## config.mk

```make
export PLATFORM = sky130hd
export DESIGN_NAME = fwd_hazard_ctrl
export DESIGN_NICKNAME = d
export VERILOG_FILES = /design/src/rtl/fwd_hazard_ctrl.sv
export SDC_FILE = /design/constraint.sdc
export NUM_CORES = 1
export LEC_CHECK = 0
export CAP_MARGIN = 10
export CORE_MARGIN = 2
export CORE_UTILIZATION = 58
export CTS_CLUSTER_SIZE = 12
export DETAILED_ROUTE_END_ITERATION = 10
export DONT_BUFFER_PORTS = 1
export GPL_TIMING_DRIVEN = 0
export MAX_ROUTING_LAYER = met4
export PLACE_DENSITY_LB_ADDON = 0.08
export SLEW_MARGIN = 20
export SYNTH_ARGS = -nofsm -noshare
export SYNTH_HDL_FRONTEND = slang
export SYNTH_SLANG_ARGS = --single-unit
```

## constraint.sdc

```tcl
create_clock -name clk -period 2.5 [get_ports clk]
set_input_delay 0.625 -clock clk [delete_from_list [all_inputs] [get_ports clk]]
set_output_delay 0.625 -clock clk [all_outputs]
set_load 0.02 [all_outputs]
```

## src/rtl/fwd_hazard_ctrl.sv

```systemverilog
//------------------------------------------------------------------------------
// fwd_hazard_ctrl : EX operand-forward select pre-decode, load-use stall,
//                   branch-flush bubble and saturating debug event counters.
// Revision 1.0
//------------------------------------------------------------------------------
`default_nettype none

module fwd_hazard_ctrl #(
   parameter int REG_AW = 5,
   parameter int CNT_W  = 16
) (
   input  logic              clk,
   input  logic              rst_n,
   input  logic [REG_AW-1:0] id_rs,
   input  logic [REG_AW-1:0] id_rt,
   input  logic              id_uses_rs,
   input  logic              id_uses_rt,
   input  logic [REG_AW-1:0] ex_rd,
   input  logic              ex_regwrite,
   input  logic              ex_memread,
   input  logic [REG_AW-1:0] mem_rd,
   input  logic              mem_regwrite,
   input  logic              flush_i,
   input  logic              freeze_i,
   output logic [1:0]        fwd_a_sel,
   output logic [1:0]        fwd_b_sel,
   output logic              pc_write,
   output logic              ifid_write,
   output logic              idex_bubble,
   output logic [CNT_W-1:0]  stall_cnt,
   output logic [CNT_W-1:0]  flush_cnt,
   output logic [CNT_W-1:0]  fwd_cnt
);

   typedef enum logic {RUN = 1'b0, LU_STALL = 1'b1} state_t;

   state_t            state_q, state_d;
   logic [1:0]        fwd_a_q, fwd_b_q;
   logic [1:0]        sel_a_d, sel_b_d;
   logic [CNT_W-1:0]  stall_q, flush_q, fwd_q;
   logic              lu;
   logic              stall_ev;
   logic [1:0]        fwd_inc;

   // The instruction now in EX/MEM will sit in MEM/WB when the ID one reaches EX.
   function automatic logic [1:0] fwd_sel(
      input logic              uses,
      input logic [REG_AW-1:0] src,
      input logic              exw,
      input logic [REG_AW-1:0] exd,
      input logic              memw,
      input logic [REG_AW-1:0] memd
   );
      if (uses && exw && (exd == src) && (src != '0))
         return 2'b01;
      else if (uses && memw && (memd == src) && (src != '0))
         return 2'b10;
      else
         return 2'b00;
   endfunction

   function automatic logic [CNT_W-1:0] sat_add(
      input logic [CNT_W-1:0] c,
      input logic [1:0]       inc
   );
      logic [CNT_W:0] s;
      s = {1'b0, c} + {{(CNT_W-1){1'b0}}, inc};
      return s[CNT_W] ? {CNT_W{1'b1}} : s[CNT_W-1:0];
   endfunction

   always_comb begin
      sel_a_d = fwd_sel(id_uses_rs, id_rs, ex_regwrite, ex_rd, mem_regwrite, mem_rd);
      sel_b_d = fwd_sel(id_uses_rt, id_rt, ex_regwrite, ex_rd, mem_regwrite, mem_rd);
      lu = ex_memread && (ex_rd != '0) &&
           ((id_uses_rs && (ex_rd == id_rs)) || (id_uses_rt && (ex_rd == id_rt)));
   end

   // Priority: freeze > flush > load-use; LU_STALL always returns to RUN.
   always_comb begin
      state_d     = state_q;
      pc_write    = 1'b1;
      ifid_write  = 1'b1;
      idex_bubble = 1'b0;
      stall_ev    = 1'b0;
      if (freeze_i) begin
         pc_write   = 1'b0;
         ifid_write = 1'b0;
      end else if (flush_i) begin
         idex_bubble = 1'b1;
         state_d     = RUN;
      end else if ((state_q == RUN) && lu) begin
         pc_write    = 1'b0;
         ifid_write  = 1'b0;
         idex_bubble = 1'b1;
         stall_ev    = 1'b1;
         state_d     = LU_STALL;
      end else begin
         state_d = RUN;
      end
   end

   assign fwd_inc = {1'b0, |sel_a_d} + {1'b0, |sel_b_d};

   always_ff @(posedge clk or negedge rst_n) begin
      if (!rst_n) begin
         state_q <= RUN;
         fwd_a_q <= 2'b00;
         fwd_b_q <= 2'b00;
         stall_q <= '0;
         flush_q <= '0;
         fwd_q   <= '0;
      end else if (!freeze_i) begin
         state_q <= state_d;
         if (idex_bubble) begin
            fwd_a_q <= 2'b00;
            fwd_b_q <= 2'b00;
         end else begin
            fwd_a_q <= sel_a_d;
            fwd_b_q <= sel_b_d;
            fwd_q   <= sat_add(fwd_q, fwd_inc);
         end
         if (stall_ev)
            stall_q <= sat_add(stall_q, 2'd1);
         if (flush_i)
            flush_q <= sat_add(flush_q, 2'd1);
      end
   end

   assign fwd_a_sel = fwd_a_q;
   assign fwd_b_sel = fwd_b_q;
   assign stall_cnt = stall_q;
   assign flush_cnt = flush_q;
   assign fwd_cnt   = fwd_q;

endmodule

`default_nettype wire

```

# Yosys cells after proc, flatten, opt, wreduce, memory -nomap -nowiden
# Index checks and enable logic that the tools add are counted.
# op_classes
add_sub_neg	4
multipliers	0
div_mod_pow	0
n_lt_le_gt_ge	0
n_eq_ne	4
shifts	0
mux	17
bitwise	3
n_reduce_logical	26
# op_table
cell	count
$mux W16	3
$add A16 B1 Y17 const B	2
$eq A5 B5 Y1	4
$add A16 B2 Y17	1
$logic_and A1 B1 Y1	17
$reduce_bool A5 Y1	3
$mux W2	6
$mux W1	8
$reduce_and A2 Y1	3
$reduce_or A2 Y1	2
$not A1 Y1	3
$add A1 B1 Y2	1
$logic_or A1 B1 Y1	1
# totals
regBits	53
latch_bits	0
ram_bits	0
romBits	0
inputBits	29
elab_cells	60
memories	0

# Longest topological paths before layout
# Gate-level depths: netlist of run 1.
# logic_depth
word_depth	10
depth_mapped	15

# Worst setup path before layout of run 1
# Ideal clock, no wire load.
# synth_path
path_type	input-to-reg
start	input port id_rs[1]
end	register fwd_q[2] (netlist: fwd_cnt[2])
setup_time_ns	0.088
arrival_time_ns	3.134
t_required_ns	2.412
path_slack_ns	-0.722
cell_stages	14
n_path_buf	1
cell_sequence	xnor2_1 nand4_1 nor3_1 nand2_1 nor2_1 nor2_1 fa_1 inv_1 ha_1 nand4_1 nor2_1 nand4_1 clkbuf_1 a41oi_1
# synth_between
elab_chain_len	10
# synth_rtl
element	line	rtl
start, declared	14	input logic [REG_AW-1:0] id_rs,
parallel branches: the longest is 10 deep, another holds $add A16 B2 Y17	n/a	
end signal, assigned	120	fwd_q <= sat_add(fwd_q, fwd_inc);
end, declared	40	logic [CNT_W-1:0] stall_q, flush_q, fwd_q;
# Parallel ways; which one is timed is not known.
# A chain may end at the register's enable or synchronous reset.

# Worst setup path after layout of run 1
# layout_path
start	input port id_rs[4]
end	output port pc_write
# layout_between
elab_chain_len	8
# layout_rtl
element	line	rtl
$eq A5 B5 Y1	75	((id_uses_rs && (ex_rd == id_rs)) || (id_uses_rt && (ex_rd == id_rt)));
$logic_and A1 B1 Y1	75	
$logic_or A1 B1 Y1	75	
$logic_and A1 B1 Y1	74	lu = ex_memread && (ex_rd != '0) &&
$logic_and A1 B1 Y1	91	end else if ((state_q == RUN) && lu) begin
$mux W1 (3 in series)	n/a	
end, declared	27	output logic pc_write,
# Every way passes these cells.

==> results.py, run 1 <==
metrics = {
    "die": {
        "fp.dieArea_mm2": 0.005799,
        "coreArea_mm2": 0.005075,
        "die_x_um": 76.15,
        "rows": 26,
        "ios": 84,
        "start_util_pct": 59.49,
        "fp.dieH_um": 76.15,
    },
    "place": {
        "globalplace.congestion": 0.8572,
        "post-place-cells": 386,
        "preCtsSetupSlack_ns": -0.9040,
        "place_area_mm2": 0.003172,
        "dpl.hpwl_um": 4561,
        "io_buffer_count": 0,
    },
    "finish": {
        "final_common_cell": "dfrtp_1",
        "nNetsFinal": 385,
        "diodes": 0,
        "finish.instance_area_mm2": 0.003729,
        "area_growth_pct": 23.50,
        "layout_common_cells": "dfrtp_1 (53), nand2_1 (41), buf_6 (19), nand4_1 (18), a31oi_1 (18)",
        "utilization_pct": 73.47,
        "nFillCells": 381,
        "drive_gt1_share_pct": 24.08,
        "instances_no_fill": 423,
    },
    "sta": {
        "worstMarginPinSlew_ns": 0.5965,
        "slew_viol_final": 0,
        "rsz0062_at_grt": "true",
        "skew_ns": 0.004875,
        "period_minus_slack_ns": 2.889,
        "fmax_mhz": 346.2,
        "timing.final.ws_setup_ns": -0.3889,
        "finalSetupViolations": 18,
        "max-slew-margin-rel_pct": 60.08,
        "finalHoldViolCount": 0,
        "fin_crit_sh_pct": 115.6,
    },
    "pwr": {
        "ir_drop_v": 0.0004007,
        "p_per_area_mw_per_mm2": 501.3,
        "power_w": 0.001869,
        "p_leak_nw": 1.700,
    },
    "hold_path": {
        "hold_class": "input pin to async pin",
    },
    "clocking": {
        "cts_tree": "yes",
        "path_clk_slew_ns": 0.09,
        "cts.sinks": 53,
        "cts_root_buf": "clkbuf_8",
        "cts_buffers": 5,
        "clock_latency_ns": 0.30,
        "h-tree-depth": 2,
        "clk_path_buf_depth": 2,
    },
    "global_route": {
        "grt_max_degree": 54,
        "grt_pass1_vias": 2515,
        "gr-total-overflow": 0,
        "grt_first_pass_wirelength_um": 11960,
        "antenna_found_initial": 0,
        "grtUsageTotal_pct": 25.90,
    },
    "setup_path": {
        "crit_chain": "xor2_1 -> nor3_2 -> buf_4 -> o21ai_2 -> buf_6 -> nor2_1 -> nor2_2 -> buf_4",
        "start_kind": "input pin",
        "cpMostUsedCell": "buf_4",
        "cpPeakStageDelay_ns": 0.36,
        "cp.required_ns": 1.88,
        "reg2reg_depth": 10,
        "cp-end-kind": "output port",
        "critPathMaxFanout": 10,
        "cp.arrival_ns": 2.26,
        "path_class": "input pin to output port",
        "slowest_stage": "o21ai_2",
    },
    "routing": {
        "dr.pass1.iters": 5,
        "wl_per_cell_um": 16.99,
        "drtIter0Drc": 113,
        "via_count": 2562,
        "drt-total-wl_um": 7188,
        "drtAntennaViolNets": 0,
        "drc": 0,
        "viasPerCell": 6.057,
    },
    "yosys": {
        "synth-seq-cells": 53,
        "yosysWarnings": 0,
        "syn_nets": 349,
        "post_synth_num_cell_types": 42,
        "syn_inst": 316,
        "synth_edf_count": 0,
        "async_flop_share_pct": 100.0,
        "synthesis.area_mm2": 0.003019,
        "ys_seq_area_share_pct": 43.93,
        "synth-main-ff-cell": "dfrtp_1",
        "avgSynthCellArea_um2": 9.554,
    },
    "run": {
        "cap_violations": 0,
    },
    "outcome": {
        "status": "finished, violations left",
        "violations": "setup timing",
    },
}
-- through the flow --
stage          hold WS, ns  setup TNS (ns)
2_1_floorplan       0.3294          -6.376
3_3_place_gp        0.3304          -12.43
3_5_place_dp        0.3305          -12.72
4_1_cts          0.0005919          -4.128
5_1_grt             0.1787          -7.241
6_report            0.1700          -4.751
-- cell families (layout without fill, tap and decap cells) --
| kind of cell | Yosys count | count (layout) | share of synthesized area (%) |
|---|---|---|---|
| buf+inv | 19 | 56 | 3.232 |
| mux | 17 | 17 | 6.299 |
| simple gates | 144 | 144 | 25.36 |
| compound gates | 51 | 51 | 11.15 |
| flops | 53 | 53 | 43.93 |
| fa+ha+maj | 4 | 4 | 1.906 |
| xor+xnor | 28 | 28 | 8.122 |
-- flip-flops by register name (all words and copies together) (netlist names) --
signal and count:
fwd_b_sel 2, flush_cnt 16, state_q 1, fwd_cnt 16, fwd_a_sel 2, stall_cnt 16
-- critical path: cells and delay by family --
kind                   cells  cell delay [ns]
buffers and inverters      3             0.58
AND/OR/NAND/NOR            3             0.45
AO/OA/AOI/OAI              1             0.36
XOR/XNOR                   1             0.26
-- power by group --
group | leakage (nW) | total [W] | internal [W] | switching (W)
clock network | 0.0450 | 0.000470 | 0.000195 | 0.000275
logic | 0.936 | 0.000266 | 0.000136 | 0.000130
registers | 0.720 | 0.00113 | 0.000927 | 0.000206
total | 1.70 | 0.00187 | 0.00126 | 0.000612
-- final cells by class --
cell class | count | area [µm²] | share of cell area [%]
inverters | 6 | 22.52 | 0.6040
clock buffers | 6 | 72.57 | 1.946
plain buffers | 13 | 117.6 | 3.154
repair buffers | 29 | 305.3 | 8.188
clock inverters | 2 | 10.01 | 0.2685
multi-input cells | 244 | 1787 | 47.92
flip-flops and latches | 53 | 1326 | 35.57
well taps | 70 | 87.58 | 2.349
-- cell usage after synthesis (5+ instances only) --
library cell / instances / area, µm²
nand3_1: 15 / 75.07
mux2_1: 15 / 168.9
nand2_1: 44 / 165.2
inv_1: 6 / 22.52
nand4_1: 18 / 112.6
a41oi_1: 5 / 43.79
a21oi_1: 16 / 80.08
dfrtp_1: 53 / 1326
and4_1: 5 / 43.79
clkbuf_1: 5 / 18.77
nor3_1: 6 / 30.03
nand2b_1: 5 / 31.28
xor2_1: 12 / 105.1
and3_1: 13 / 81.33
xnor2_1: 16 / 140.1
a31oi_1: 18 / 112.6
nor2_1: 19 / 71.32
-- per-layer routing --
layer | part of all wire (%) | track usage, %
met4 | 0.95 | 6.727
met5 | 0 | -
met2 | 50 | 41.16
met1 | 43 | 33.94
met3 | 6.0 | 6.043
-- final timing paths --
kind | slack, ns | from | to
worst min register to register | 0.53 | state_q$_DFFE_PN0N_ | state_q$_DFFE_PN0N_
worst max-delay path | -0.39 | id_rs[4] | pc_write
min in group clk | 0.53 | state_q$_DFFE_PN0N_ | state_q$_DFFE_PN0N_
worst max register to register | 0.19 | fwd_cnt[0]$_DFFE_PN0P_ | fwd_cnt[3]$_DFFE_PN0P_
worst min-delay path | 0.17 | rst_n | stall_cnt[5]$_DFFE_PN0P_
max in group asynchronous | 2.10 | rst_n | fwd_cnt[15]$_DFFE_PN0P_
-- repair_timing --
item                                    4_1_cts  5_1_grt
gates cloned                                  2        0
resized for setup                            39       15
endpoints found under the setup margin       19       37
buffers inserted                             28        4
hold buffers                                  0        1
hold endpoints to repair                      0       53
pin swaps                                    25       16
(Power assumes the default switching activity.)
==> run 2, diff against run 1 <==
--- a/config.mk
+++ b/config.mk
@@ -7,7 +7,8 @@
 export LEC_CHECK = 0
 export CAP_MARGIN = 10
 export CORE_MARGIN = 2
-export CORE_UTILIZATION = 58
+export CORE_UTILIZATION = 65
+export CTS_BUF_LIST = sky130_fd_sc_hd__clkbuf_4
 export CTS_CLUSTER_SIZE = 12
 export DETAILED_ROUTE_END_ITERATION = 10
 export DONT_BUFFER_PORTS = 1
==> constraint.sdc (replaced) <==
create_clock -name clk -period 2.5 [get_ports clk]
set_input_delay 0.625 -clock clk [delete_from_list [all_inputs] [get_ports clk]]
set_output_delay 0.625 -clock clk [all_outputs]
set_load 0.1 [all_outputs]
==> results.py, run 2 (synthesized netlist as in run 1, its figures left out) <==
metrics = {
    "routing": {
        "via_count": 2970,
        "viasPerCell": 7.209,
        "drt-total-wl_um": 9937,
        "drtIter0Drc": 393,
        "wl_per_cell_um": 24.12,
        "drtAntennaViolNets": 0,
        "dr.pass1.iters": 5,
        "drc": 0,
    },
    "die": {
        "fp.dieH_um": 72.16,
        "coreArea_mm2": 0.004414,
        "die_x_um": 72.16,
        "fp.dieArea_mm2": 0.005206,
        "start_util_pct": 68.40,
        "ios": 84,
        "rows": 24,
    },
    "clocking": {
        "clk_path_buf_depth": 2,
        "cts_tree": "yes",
        "h-tree-depth": 2,
        "path_clk_slew_ns": 0.16,
        "clock_latency_ns": 0.39,
        "cts_buffers": 5,
        "cts_root_buf": "clkbuf_4",
        "cts.sinks": 53,
    },
    "place": {
        "dpl.hpwl_um": 4854,
        "globalplace.congestion": 0.8282,
        "io_buffer_count": 0,
        "post-place-cells": 368,
    },
    "finish": {
        "utilization_pct": 87.64,
        "final_common_cell": "nand2_1",
        "area_growth_pct": 28.14,
        "seq_area_mm2": 0.001356,
        "layout_common_cells": "nand2_1 (39), buf_4 (33), dfrtp_1 (33), nand4_1 (18), dfrtp_2 (18)",
        "multi_input_area_mm2": 0.001929,
        "nFillCells": 184,
        "drive_gt1_share_pct": 33.89,
        "instances_no_fill": 412,
        "diodes": 0,
        "nNetsFinal": 392,
    },
    "setup_path": {
        "slowest_stage": "fa_2",
        "crit_family": "simple AND/OR/NAND/NOR gates",
        "cp.arrival_ns": 3.47,
        "cp.required_ns": 2.82,
        "cp-end-kind": "register",
        "start_kind": "input pin",
        "critPathMaxFanout": 4,
        "cpPeakStageDelay_ns": 0.37,
        "path_class": "input pin to register",
        "crit_chain": "xnor2_4 -> nand4_1 -> nor3_4 -> nand2_2 -> nor2_4 -> nor2_2 -> fa_2 -> inv_2 -> ha_4 -> nand4_1 -> nor2_4 -> nand4_1 -> buf_6 -> nand2_4 -> a31oi_4 -> a31oi_1",
        "critical_path_buf_inv_count": 2,
        "cpMostUsedCell": "nand4_1",
    },
    "global_route": {
        "gr-total-overflow": 0,
        "grt_first_pass_wirelength_um": 12940,
        "antenna_found_initial": 0,
        "grt_max_degree": 54,
        "grtUsageTotal_pct": 32.79,
        "grt_pass1_vias": 2765,
    },
    "outcome": {
        "violations": "setup timing",
        "status": "finished, violations left",
    },
    "sta": {
        "skew_ns": 0.01164,
        "slew_viol_final": 0,
        "finalSetupViolations": 20,
        "finalHoldViolCount": 0,
        "max-slew-margin-rel_pct": 26.00,
        "rsz0062_at_grt": "true",
        "fin_setup_tns_ns": -10.69,
        "timing.final.ws_setup_ns": -0.6449,
        "period_minus_slack_ns": 3.145,
        "worstMarginPinSlew_ns": 1.110,
        "whs_ns": 0.06986,
        "fmax_mhz": 318.0,
        "fin_crit_sh_pct": 125.8,
    },
    "run": {
        "cap_violations": 0,
    },
    "pwr": {
        "p_leak_nw": 1.693,
        "p_per_area_mw_per_mm2": 631.9,
        "power_w": 0.002445,
        "ir_drop_v": 0.0006314,
    },
    "hold_path": {
        "hold_class": "input pin to async pin",
    },
}
-- run 2: changes by cell type in the layout (fill, tap and decap cells not counted), sizes merged --
cell / before / now
bufinv: 0 / 1
clkbuf: 11 / 12
buf: 37 / 43
clkinv: 2 / 1
-- run 2: routing by layer --
layer	part of all wire [%]	up-vias	track usage (%)
met5	0	-	-
met4	6.1	0	12.37
met3	9.5	66	8.889
met2	48	212	52.19
met1	36	1459	40.15
li1	-	1233	-
-- run 2: worst reg2reg max path: stages (launching register included) --
cell	delay, ns
dfrtp_2	0.74
inv_1	0.16
fa_2	0.43
inv_2	0.09
ha_4	0.14
nand4_1	0.20
nor2_4	0.22
nand4_1	0.18
buf_6	0.25
nand2_4	0.08
a31oi_4	0.10
a31oi_1	0.21
-- run 2: per-stage QoR --
step           setup slack (ns)  area, µm²
6_report                -0.6449       3869
5_1_grt                 -0.7005       3869
4_1_cts                 -0.3453       3675
3_5_place_dp            -0.9443       3202
3_3_place_gp            -0.8793       3202
2_1_floorplan           -0.5332       3137
-- run 2: final timing paths --
check | from | to | slack, ns | cells after the start
worst max-delay path | ex_rd[1] | fwd_cnt[3]$_DFFE_PN0P_ | -0.64 | 16
worst min-delay path | rst_n | stall_cnt[6]$_DFFE_PN0P_ | 0.07 | 1
worst max register to register | fwd_cnt[0]$_DFFE_PN0P_ | fwd_cnt[3]$_DFFE_PN0P_ | -0.36 | 11
worst min register to register | state_q$_DFFE_PN0N_ | state_q$_DFFE_PN0N_ | 0.54 | 1
max in group asynchronous | rst_n | flush_cnt[3]$_DFFE_PN0P_ | 2.17 | 1
min in group clk | state_q$_DFFE_PN0N_ | state_q$_DFFE_PN0N_ | 0.54 | 1
-- run 2: power by group --
part / switching [W] / total (W) / internal [W]
combinational: 0.000194 / 0.000348 / 0.000154
clock: 0.000284 / 0.000504 / 0.000220
sequential: 0.000660 / 0.00159 / 0.000933
-- run 2: final cells by class --
cell class | count | share of cell area, %
multi-input cells | 244 | 49.87
flip-flops and latches | 53 | 35.06
repair buffers | 37 | 8.344
plain buffers | 12 | 2.426
well taps | 52 | 1.682
clock buffers | 6 | 1.164
clock inverters | 2 | 0.8732
inverters | 6 | 0.5821
-- run 2: timing repair --
action / CTS / global route
hold endpoints to repair: 53 / 0
setup buffers: 27 / 9
hold buffers: 1 / 0
resized for setup: 40 / 31
gates cloned: 1 / 0
setup endpoints to repair: 45 / 45
pin swaps: 26 / 15
==> run 3, diff against run 2 <==
--- a/config.mk
+++ b/config.mk
@@ -12,7 +12,6 @@
 export CTS_CLUSTER_SIZE = 12
 export DETAILED_ROUTE_END_ITERATION = 10
 export DONT_BUFFER_PORTS = 1
-export GPL_TIMING_DRIVEN = 0
 export MAX_ROUTING_LAYER = met4
 export PLACE_DENSITY_LB_ADDON = 0.08
 export SLEW_MARGIN = 20
==> results.py, run 3 (synthesized netlist as in run 1, its figures left out) <==
metrics = {
    "outcome": {
        "status": "finished, violations left",
        "violations": "setup timing",
    },
    "sta": {
        "fmax_mhz": 335.6,
        "worstMarginPinSlew_ns": 0.9338,
        "timing.final.ws_setup_ns": -0.4800,
        "skew_ns": 0.01083,
        "finalSetupViolations": 19,
        "rsz0062_at_grt": "true",
        "max-slew-margin-rel_pct": 37.75,
        "finalHoldViolCount": 0,
        "fin_crit_sh_pct": 119.2,
        "slew_viol_final": 0,
        "period_minus_slack_ns": 2.980,
    },
    "setup_path": {
        "path_class": "input pin to register",
        "cp.arrival_ns": 3.26,
        "reg2reg_depth": 6,
        "cp-end-kind": "register",
        "slowest_stage": "fa_2",
        "timing.reg2reg.setup_slack_ns": 0.09,
        "r2r-start": "stall_cnt[0]$_DFFE_PN0P_",
        "start_kind": "input pin",
        "critPathMaxFanout": 3,
        "critical_path_buf_inv_count": 2,
        "cpPeakStageDelay_ns": 0.39,
        "worstReg2RegEnd": "stall_cnt[2]$_DFFE_PN0P_",
        "crit_family": "simple AND/OR/NAND/NOR gates",
        "cp.required_ns": 2.78,
        "crit_chain": "xor2_1 -> nor3_1 -> nand4_1 -> a21oi_1 -> nor2_1 -> fa_2 -> buf_4 -> and4b_1 -> buf_4 -> and3_4 -> nand4_1 -> mux2_4",
    },
    "clocking": {
        "cts_tree": "yes",
        "cts_root_buf": "clkbuf_4",
        "cts_buffers": 5,
        "cts.sinks": 53,
        "clk_path_buf_depth": 2,
        "h-tree-depth": 2,
        "path_clk_slew_ns": 0.15,
        "clock_latency_ns": 0.39,
    },
    "finish": {
        "final_common_cell": "buf_4",
        "nNetsFinal": 442,
        "layout_common_cells": "buf_4 (89), dfrtp_1 (53), nand2_1 (40), nand4_1 (18), a31oi_1 (17)",
        "nFillCells": 108,
        "area_growth_pct": 38.79,
        "diodes": 0,
        "drive_gt1_share_pct": 36.10,
        "finish.instance_area_mm2": 0.004190,
    },
    "global_route": {
        "top_usage_layer": "met2",
        "gr-total-overflow": 0,
        "grt_pass1_vias": 3047,
        "use_met3_pct": 9.167,
        "grtUsageTotal_pct": 38.61,
        "gr-usage-met2_pct": 63.20,
        "grt_max_degree": 54,
        "antenna_found_initial": 0,
        "met1_usage_pct": 44.35,
        "grt_first_pass_wirelength_um": 14890,
    },
    "pwr": {
        "power_frac_comb_pct": 40.5,
        "power_w": 0.002565,
        "p_sw_w": 0.001168,
        "p_seq_share_pct": 39.7,
        "p_leak_nw": 1.998,
        "p_per_area_mw_per_mm2": 612.1,
        "power_frac_clock_pct": 19.8,
        "p_sw_share_pct": 45.53,
        "ir_drop_v": 0.0006914,
        "intPower_w": 0.001397,
    },
    "die": {
        "rows": 24,
        "start_util_pct": 68.40,
        "coreArea_mm2": 0.004414,
        "fp.dieArea_mm2": 0.005206,
        "fp.dieH_um": 72.16,
        "die_x_um": 72.16,
        "ios": 84,
    },
    "routing": {
        "drt-total-wl_um": 11630,
        "dr.pass1.iters": 5,
        "drc": 0,
        "via_count": 3408,
        "drtAntennaViolNets": 0,
        "drtIter0Drc": 515,
        "wl_per_cell_um": 25.18,
        "viasPerCell": 7.377,
    },
    "place": {
        "dpl.hpwl_um": 5414,
        "place_area_mm2": 0.003659,
        "globalplace.congestion": 0.9094,
        "io_buffer_count": 0,
    },
    "run": {
        "cap_violations": 0,
    },
    "hold_path": {
        "hold_class": "input pin to async pin",
    },
}
==> run 3: area by class of cell <==
type | instances | area, µm² | share of cell area (%)
Timing Repair Buffer | 99 | 850.8 | 20.30
Sequential cell | 53 | 1326 | 31.65
Tap cell | 52 | 65.06 | 1.553
Clock buffer | 6 | 45.04 | 1.075
Multi-Input combinational cell | 244 | 1844 | 44.01
Clock inverter | 2 | 33.78 | 0.8062
Inverter | 6 | 25.02 | 0.5972
==> run 3: per-stage QoR <==
step           hold slack [ns]  cells  setup TNS [ns]  util [%]  setup slack [ns]
6_report               0.07534    462          -6.267     94.93           -0.4800
5_1_grt                0.08550    462          -7.708     94.93           -0.5586
4_1_cts                0.08025    452         -0.2277     89.68          -0.05076
3_5_place_dp            0.3305    423          -6.731     82.88           -0.5340
3_3_place_gp            0.3306    423          -5.355     82.88           -0.4260
2_1_floorplan           0.3294    316          -7.441         -           -0.5332
==> run 3: power groups by stage <==
stage / clock network, W / registers (W) / logic (W)
floorplan: 0 / 0.00156 / 0.000218
global placement: 0 / 0.00102 / 0.000928
detailed placement: 0 / 0.00103 / 0.000957
CTS: 0.000497 / 0.00101 / 0.000992
global route: 0.000526 / 0.00102 / 0.00107
finish: 0.000507 / 0.00102 / 0.00104
==> run 3: repair_timing <==
item | in CTS | in global routing
pin swaps | 8 | 18
hold buffers | 1 | 0
resized for setup | 8 | 27
buffers inserted | 20 | 13
hold endpoints to repair | 53 | 0
cloned | 0 | 2
setup endpoints to repair | 9 | 33
==> run 3: worst max-delay path by stage <==
stage,to,cells past startpoint,startpoint
after floorplan,fwd_cnt[2]$_DFFE_PN0P_,14,id_rt[0]
after global placement,fwd_cnt[9]$_DFFE_PN0P_,12,ex_rd[2]
after detailed placement,fwd_cnt[9]$_DFFE_PN0P_,12,ex_rd[3]
after CTS,fwd_cnt[7]$_DFFE_PN0P_,12,ex_rd[2]
after global routing,fwd_cnt[5]$_DFFE_PN0P_,16,id_rs[1]
final,fwd_cnt[7]$_DFFE_PN0P_,12,id_rt[3]
==> run 3: layer usage <==
layer	routed length, µm	up-vias
met5	0	-
met4	931	0
met3	1509	112
met2	5420	362
met1	3770	1602
li1	-	1332
==> run 3: worst register-to-register path, stage by stage, from the launching register on <==
cell and delay [ns]:
dfrtp_1 0.39, ha_1 0.20, and3_1 0.26, nor2b_1 0.38, nand4_1 0.50, and2_4 0.39, a31oi_1 0.22
